$ cat config.mk
export PLATFORM = sky130hd
export DESIGN_NAME = fp_mult_pipe
export DESIGN_NICKNAME = d
export VERILOG_FILES = /design/src/rtl/fp_mult_pipe.sv
export SDC_FILE = /design/constraint.sdc
export NUM_CORES = 2
export LEC_CHECK = 0
export ABC_AREA = 1
export BUFFER_PORTS_ARGS = -buffer_cell sky130_fd_sc_hd__buf_2
export CAP_MARGIN = 40
export CORE_MARGIN = 3
export CORE_UTILIZATION = 50
export DETAILED_ROUTE_END_ITERATION = 16
export PLACE_DENSITY_LB_ADDON = 0.2
export SLEW_MARGIN = 20
export SYNTH_ARGS = -nofsm -noshare
export SYNTH_HDL_FRONTEND = slang
export SYNTH_SLANG_ARGS = --single-unit
$ cat constraint.sdc
create_clock -name clk -period 6.7 [get_ports clk]
set_input_delay 0.335 -clock clk [delete_from_list [all_inputs] [get_ports clk]]
set_output_delay 0.335 -clock clk [all_outputs]
set_load 0.05 [all_outputs]
$ cat src/rtl/fp_mult_pipe.sv
// fp_mult_pipe: parametrised IEEE-754 multiplier, 3-stage pipeline (unpack, multiply, round/pack).
// Define FP_MULT_TAG_EN to add the in_tag/out_tag sideband that travels with each operation.
module fp_mult_pipe #(
    parameter int unsigned EXP_W = 8,
    parameter int unsigned MAN_W = 23,
    parameter int unsigned TAG_W = 4
) (
    input  logic                   clk,
    input  logic                   reset_n,
    input  logic                   in_valid,
    output logic                   in_ready,
    input  logic [EXP_W+MAN_W:0]   a,
    input  logic [EXP_W+MAN_W:0]   b,
    output logic                   out_valid,
    input  logic                   out_ready,
    output logic [EXP_W+MAN_W:0]   result,
    output logic [3:0]             flags
`ifdef FP_MULT_TAG_EN
    ,
    input  logic [TAG_W-1:0]       in_tag,
    output logic [TAG_W-1:0]       out_tag
`endif
);

    localparam int unsigned SW = MAN_W + 1;
    localparam int unsigned PW = 2 * SW;
    localparam int unsigned EW = EXP_W + 2;
    localparam logic signed [EW-1:0] Bias   = EW'((2 ** (EXP_W - 1)) - 1);
    localparam logic signed [EW-1:0] ExpMax = EW'((2 ** EXP_W) - 1);

    if (TAG_W == 0 || EXP_W < 2 || MAN_W < 2) begin : g_param_check
        $error("fp_mult_pipe: EXP_W, MAN_W must be >= 2 and TAG_W >= 1");
    end

    typedef enum logic [1:0] {SpNone, SpNan, SpInf, SpZero} special_e;

    // Global enable: a held result freezes every stage behind it.
    logic en;
    assign en       = ~(out_valid & ~out_ready);
    assign in_ready = en;

    // ---------------- Stage 1: unpack / classify ----------------
    logic [EXP_W-1:0] ea, eb;
    logic [MAN_W-1:0] ma, mb;
    logic             a_zero, b_zero, a_inf, b_inf, a_nan, b_nan, a_snan, b_snan;
    logic             inf_times_zero;
    special_e         spec_d;
    logic             inv_d;
    logic signed [EW-1:0] esum_d;

    assign ea = a[EXP_W+MAN_W-1:MAN_W];
    assign eb = b[EXP_W+MAN_W-1:MAN_W];
    assign ma = a[MAN_W-1:0];
    assign mb = b[MAN_W-1:0];

    // Subnormals are flushed: a zero exponent field always classifies as zero.
    assign a_zero = (ea == '0);
    assign b_zero = (eb == '0);
    assign a_inf  = (&ea) & (ma == '0);
    assign b_inf  = (&eb) & (mb == '0);
    assign a_nan  = (&ea) & (ma != '0);
    assign b_nan  = (&eb) & (mb != '0);
    assign a_snan = a_nan & ~ma[MAN_W-1];
    assign b_snan = b_nan & ~mb[MAN_W-1];
    assign inf_times_zero = (a_inf & b_zero) | (b_inf & a_zero);

    assign esum_d = $signed({2'b00, ea}) + $signed({2'b00, eb}) - Bias;

    always_comb begin
        spec_d = SpNone;
        inv_d  = 1'b0;
        if (a_nan | b_nan | inf_times_zero) begin
            spec_d = SpNan;
            inv_d  = a_snan | b_snan | inf_times_zero;
        end else if (a_inf | b_inf) begin
            spec_d = SpInf;
        end else if (a_zero | b_zero) begin
            spec_d = SpZero;
        end
    end

    logic                 s1_valid_q, s1_sign_q, s1_inv_q;
    special_e             s1_spec_q;
    logic [SW-1:0]        s1_sig_a_q, s1_sig_b_q;
    logic signed [EW-1:0] s1_esum_q;

    always_ff @(posedge clk or negedge reset_n) begin
        if (!reset_n) begin
            s1_valid_q <= 1'b0;
            s1_sign_q  <= 1'b0;
            s1_inv_q   <= 1'b0;
            s1_spec_q  <= SpNone;
            s1_sig_a_q <= '0;
            s1_sig_b_q <= '0;
            s1_esum_q  <= '0;
        end else if (en) begin
            s1_valid_q <= in_valid;
            if (in_valid) begin
                s1_sign_q  <= a[EXP_W+MAN_W] ^ b[EXP_W+MAN_W];
                s1_inv_q   <= inv_d;
                s1_spec_q  <= spec_d;
                s1_sig_a_q <= {1'b1, ma};
                s1_sig_b_q <= {1'b1, mb};
                s1_esum_q  <= esum_d;
            end
        end
    end

    // ---------------- Stage 2: significand multiply ----------------
    logic                 s2_valid_q, s2_sign_q, s2_inv_q;
    special_e             s2_spec_q;
    logic [PW-1:0]        s2_prod_q;
    logic signed [EW-1:0] s2_esum_q;

    always_ff @(posedge clk or negedge reset_n) begin
        if (!reset_n) begin
            s2_valid_q <= 1'b0;
            s2_sign_q  <= 1'b0;
            s2_inv_q   <= 1'b0;
            s2_spec_q  <= SpNone;
            s2_prod_q  <= '0;
            s2_esum_q  <= '0;
        end else if (en) begin
            s2_valid_q <= s1_valid_q;
            if (s1_valid_q) begin
                s2_sign_q <= s1_sign_q;
                s2_inv_q  <= s1_inv_q;
                s2_spec_q <= s1_spec_q;
                s2_prod_q <= PW'(s1_sig_a_q) * PW'(s1_sig_b_q);
                s2_esum_q <= s1_esum_q;
            end
        end
    end

    // ---------------- Stage 3: normalise / round / pack ----------------
    logic [PW-1:0]        norm;
    logic [SW-1:0]        sig_n;
    logic                 guard, sticky, round_up;
    logic [SW:0]          rounded;
    logic signed [EW-1:0] exp_f;
    logic [EXP_W+MAN_W:0] res_d;
    logic [3:0]           flags_d;

    always_comb begin
        norm     = s2_prod_q[PW-1] ? s2_prod_q : {s2_prod_q[PW-2:0], 1'b0};
        sig_n    = norm[PW-1:MAN_W+1];
        guard    = norm[MAN_W];
        sticky   = |norm[MAN_W-1:0];
        round_up = guard & (sticky | sig_n[0]);
        rounded  = {1'b0, sig_n} + {{SW{1'b0}}, round_up};
        // A rounding carry leaves the mantissa field all-zero, so only the exponent moves.
        exp_f    = s2_esum_q + $signed(EW'(s2_prod_q[PW-1])) + $signed(EW'(rounded[SW]));
        res_d    = {s2_sign_q, exp_f[EXP_W-1:0], rounded[MAN_W-1:0]};
        flags_d  = {3'b000, guard | sticky};
        unique case (s2_spec_q)
            SpNan: begin
                res_d   = {1'b0, {EXP_W{1'b1}}, 1'b1, {(MAN_W-1){1'b0}}};
                flags_d = {s2_inv_q, 3'b000};
            end
            SpInf: begin
                res_d   = {s2_sign_q, {EXP_W{1'b1}}, {MAN_W{1'b0}}};
                flags_d = 4'b0000;
            end
            SpZero: begin
                res_d   = {s2_sign_q, {(EXP_W+MAN_W){1'b0}}};
                flags_d = 4'b0000;
            end
            default: begin
                if (exp_f >= ExpMax) begin
                    res_d   = {s2_sign_q, {EXP_W{1'b1}}, {MAN_W{1'b0}}};
                    flags_d = 4'b0101;
                end else if (exp_f[EW-1] || exp_f == '0) begin
                    res_d   = {s2_sign_q, {(EXP_W+MAN_W){1'b0}}};
                    flags_d = 4'b0011;
                end
            end
        endcase
    end

    always_ff @(posedge clk or negedge reset_n) begin
        if (!reset_n) begin
            out_valid <= 1'b0;
            result    <= '0;
            flags     <= '0;
        end else if (en) begin
            out_valid <= s2_valid_q;
            if (s2_valid_q) begin
                result <= res_d;
                flags  <= flags_d;
            end
        end
    end

`ifdef FP_MULT_TAG_EN
    logic [TAG_W-1:0] s1_tag_q, s2_tag_q;

    always_ff @(posedge clk or negedge reset_n) begin
        if (!reset_n) begin
            s1_tag_q <= '0;
            s2_tag_q <= '0;
            out_tag  <= '0;
        end else if (en) begin
            if (in_valid)   s1_tag_q <= in_tag;
            if (s1_valid_q) s2_tag_q <= s1_tag_q;
            if (s2_valid_q) out_tag  <= s2_tag_q;
        end
    end
`endif

endmodule

==> results.cfg <==
[status]
status = complete, no violations

[die]
ios = 106
floorplan.rows = 87
die_area_sq_um = 60200
start_util_pct = 50.7
core_region_area_sq_um = 56500
die_w_um = 245
chipHeight_um = 245

[global_route]
global_route_wire_length_before_repair_mm = 126
antenna_found_initial = 0
grt_usage_pct = 26.4
via_count_of_the_first_global_routing_pass = 24400
overflow = 0
grt_max_degree = 73

[timing]
max_slew_margin_pct = 54.9
worst_hold_slack_ps = 162
tightest_slew_ps = 676
finalCritPeriodShare_pct = 95.0
report.final.setup_viol = 0
clock-skew-final_ps = 17.9
total_count_of_max_transition_violations_in_the_final_report = 0
maxClockFrequency_mhz = 157
timing.setup.tns_ps = 0
rsz0062_at_grt = false
post-route-min-period_ps = 6360
finalHoldViolCount = 0

[yosys]
synth_warnings = 0
area_share_of_the_leading_cell_type_in_the_synthesized_netlist_pct = 33.8
synth_sequential_area_ratio_pct = 14.1
post_synth_instance_area_sq_um = 28700
synthDistinctLibCells = 46
edff_count_synth = 0
synth_area_per_cell_sq_um = 7.41
postSynthRegisterBits = 162
asyncSetResetFlopFracSynth_pct = 100
netlist_top_cells_area = sky130_fd_sc_hd__fa_1 (34%), sky130_fd_sc_hd__nand2_1 (15%), sky130_fd_sc_hd__dfrtp_1 (14%)
mappedNetlistNets = 4616
yosys.area.top_type = sky130_fd_sc_hd__fa_1
synth-main-ff-cell = sky130_fd_sc_hd__dfrtp_1
post_synth_inst_count = 3868

[drt]
routed_wl_mm = 74.4
routed-via-count = 23300
drt-pass1-iter-count = 5
detail_route.drc_violations = 0
post_drt_wl_per_cell_um = 15.9
drt_first_iter_violations = 1469
routed_via_density = 4.99
final_antenna_net_count = 0

[clock_tree]
cts-buffers-inserted = 17
clock_tree_from_tritoncts = yes
clock_tree.buffer_depth = 2
clock-sinks = 162
h-tree-depth = 4
clkTransAtPathRegs_ps = 80
worstSkewPairLatency_ps = 460
cts_root_buffer = sky130_fd_sc_hd__clkbuf_16

[worst_setup_path]
critical_path.reg2reg.startpoint = s1_sig_a_q[19]
setup.worst_path.class = reg2reg
cp-start-kind = flip-flop
crit_required_ps = 7090
worst_setup_path_startpoint = s1_sig_a_q[19]
crit-reg2reg-capture = s2_prod_q[33]
cp_max_fo = 10
critical_path.endpoint_type = flip-flop
setup.reg_to_reg.worst_slack_ps = 340
cp_data_arrival_time_ps = 6760
worstRegToRegCells = 23

[layout]
layout.nets = 4659
multi_input_comb_area_sq_um = 20000
final_common_cell = sky130_fd_sc_hd__nand2_1
post_route_cells_drive_above_1_share_pct = 8.67
mostFrequentLayoutCells = sky130_fd_sc_hd__nand2_1 (1171), sky130_fd_sc_hd__inv_1 (1044), sky130_fd_sc_hd__fa_1 (484), sky130_fd_sc_hd__ha_1 (196), sky130_fd_sc_hd__o21ai_0 (136)
areaGrowthSynthToFinish_pct = 8.06
filler_cell_count = 5473
seqCellArea_sq_um = 4100
post-route-util_pct = 54.8
diodes = 0

[worst_hold_path]
holdPathEnd = s1_sig_a_q[9]
hold_path_class = in2reg
worst_hold_path.num_cells = 3
hold_start = a[9]

[job]
maxCapViolCount = 0

[placed_design]
detailedPlacementHpwl_mm = 62.9
global_placer_s_final_weighted_congestion = 0.915
port_buffers = 105
[registers in the layout (all words and copies together), names as in the netlist, 2 cells and up]
name        count
s2_esum_q      10
s2_spec_q       2
result         32
s1_esum_q      10
s1_spec_q       2
s2_prod_q      48
flags           4
s1_sig_a_q     24
s1_sig_b_q     23
[layout make-up]
cell class	instances	share of cell area, %
sequential	162	13.2
clock buffer	20	1.44
inverter	1054	12.8
timing repair buffer	203	4.58
multi-input combinational	2473	64.5
clock inverter	11	0.416
tap	756	3.06
[worst max-delay path, stage by stage (launching register included)]
cell and delay, ps:
sky130_fd_sc_hd__dfrtp_2 520, sky130_fd_sc_hd__nand2_1 110, sky130_fd_sc_hd__inv_1 60, sky130_fd_sc_hd__fa_1 510, sky130_fd_sc_hd__fa_1 580, sky130_fd_sc_hd__inv_1 70
sky130_fd_sc_hd__fa_1 490, sky130_fd_sc_hd__fa_1 510, sky130_fd_sc_hd__inv_1 50, sky130_fd_sc_hd__fa_1 460, sky130_fd_sc_hd__fa_1 520, sky130_fd_sc_hd__inv_1 50
sky130_fd_sc_hd__fa_1 540, sky130_fd_sc_hd__inv_1 70, sky130_fd_sc_hd__ha_1 360, sky130_fd_sc_hd__a21oi_1 370, sky130_fd_sc_hd__o21ai_0 230, sky130_fd_sc_hd__a21oi_1 170
sky130_fd_sc_hd__nand3_1 200, sky130_fd_sc_hd__nand2_1 140, sky130_fd_sc_hd__nand2_1 50, sky130_fd_sc_hd__nand2_1 50, sky130_fd_sc_hd__nand3_1 80, sky130_fd_sc_hd__nand2_1 90
[how the worst max path moves through the flow]
stage,slack (ps),cells past startpoint,end
floorplan,600,29,s2_prod_q[47]
global placement,220,27,s2_prod_q[47]
detailed placement,210,27,s2_prod_q[47]
CTS,190,27,s2_prod_q[47]
global route,7,26,s2_prod_q[44]
finish,340,23,s2_prod_q[33]
[cells in the mapped netlist, drive strengths merged (2+ instances only)]
master,instances
nand3b,5
fa,484
nor3,20
clkbuf,167
nand3,100
and3,2
ha,196
xor2,20
buf,12
nand2,1184
o21ai,159
nor4,5
o21bai,9
dfrtp,162
xnor2,19
a21boi,2
inv,1054
o21a,2
nor2,143
a21oi,70
or2,9
nand4,33
and2,3
[metal layers]
layer / GRT usage (%) / vias to the layer above / wire length [um]
li1: - / 11200 / -
met1: 36.3 / 11300 / 32900
met2: 43.4 / 691 / 34800
met3: 3.03 / 142 / 4210
met4: 9.20 / 0 / 2550
met5: 0 / - / 0
[kinds of logic after synthesis]
group	synth area share (%)
AND/OR/NAND/NOR	21.2
AO/OA/AOI/OAI	4.73
adder cells (fa/ha/maj)	42.4
buffers and inverters	16.3
flip-flops	14.1
XOR/XNOR	1.19
[stage by stage]
stage,setup WS [ps],instance area (sq um),std cells
3_3_place_gp,223,30200,4641
4_1_cts,186,30800,4675
6_report,336,31000,4679
5_1_grt,6.75,31000,4679
2_1_floorplan,600,28700,3868
3_5_place_dp,207,30300,4643
[what timing repair did]
item | 4_1_cts | 5_1_grt
setup buffers | 0 | 4
endpoints found under the setup margin | 0 | 28
hold endpoints to repair | 52 | 0
hold buffers | 1 | 0
gates resized for setup | 0 | 45
Power is not shown: default switching activity piles up to over one toggle a cycle in this logic, so the estimate is an artifact.
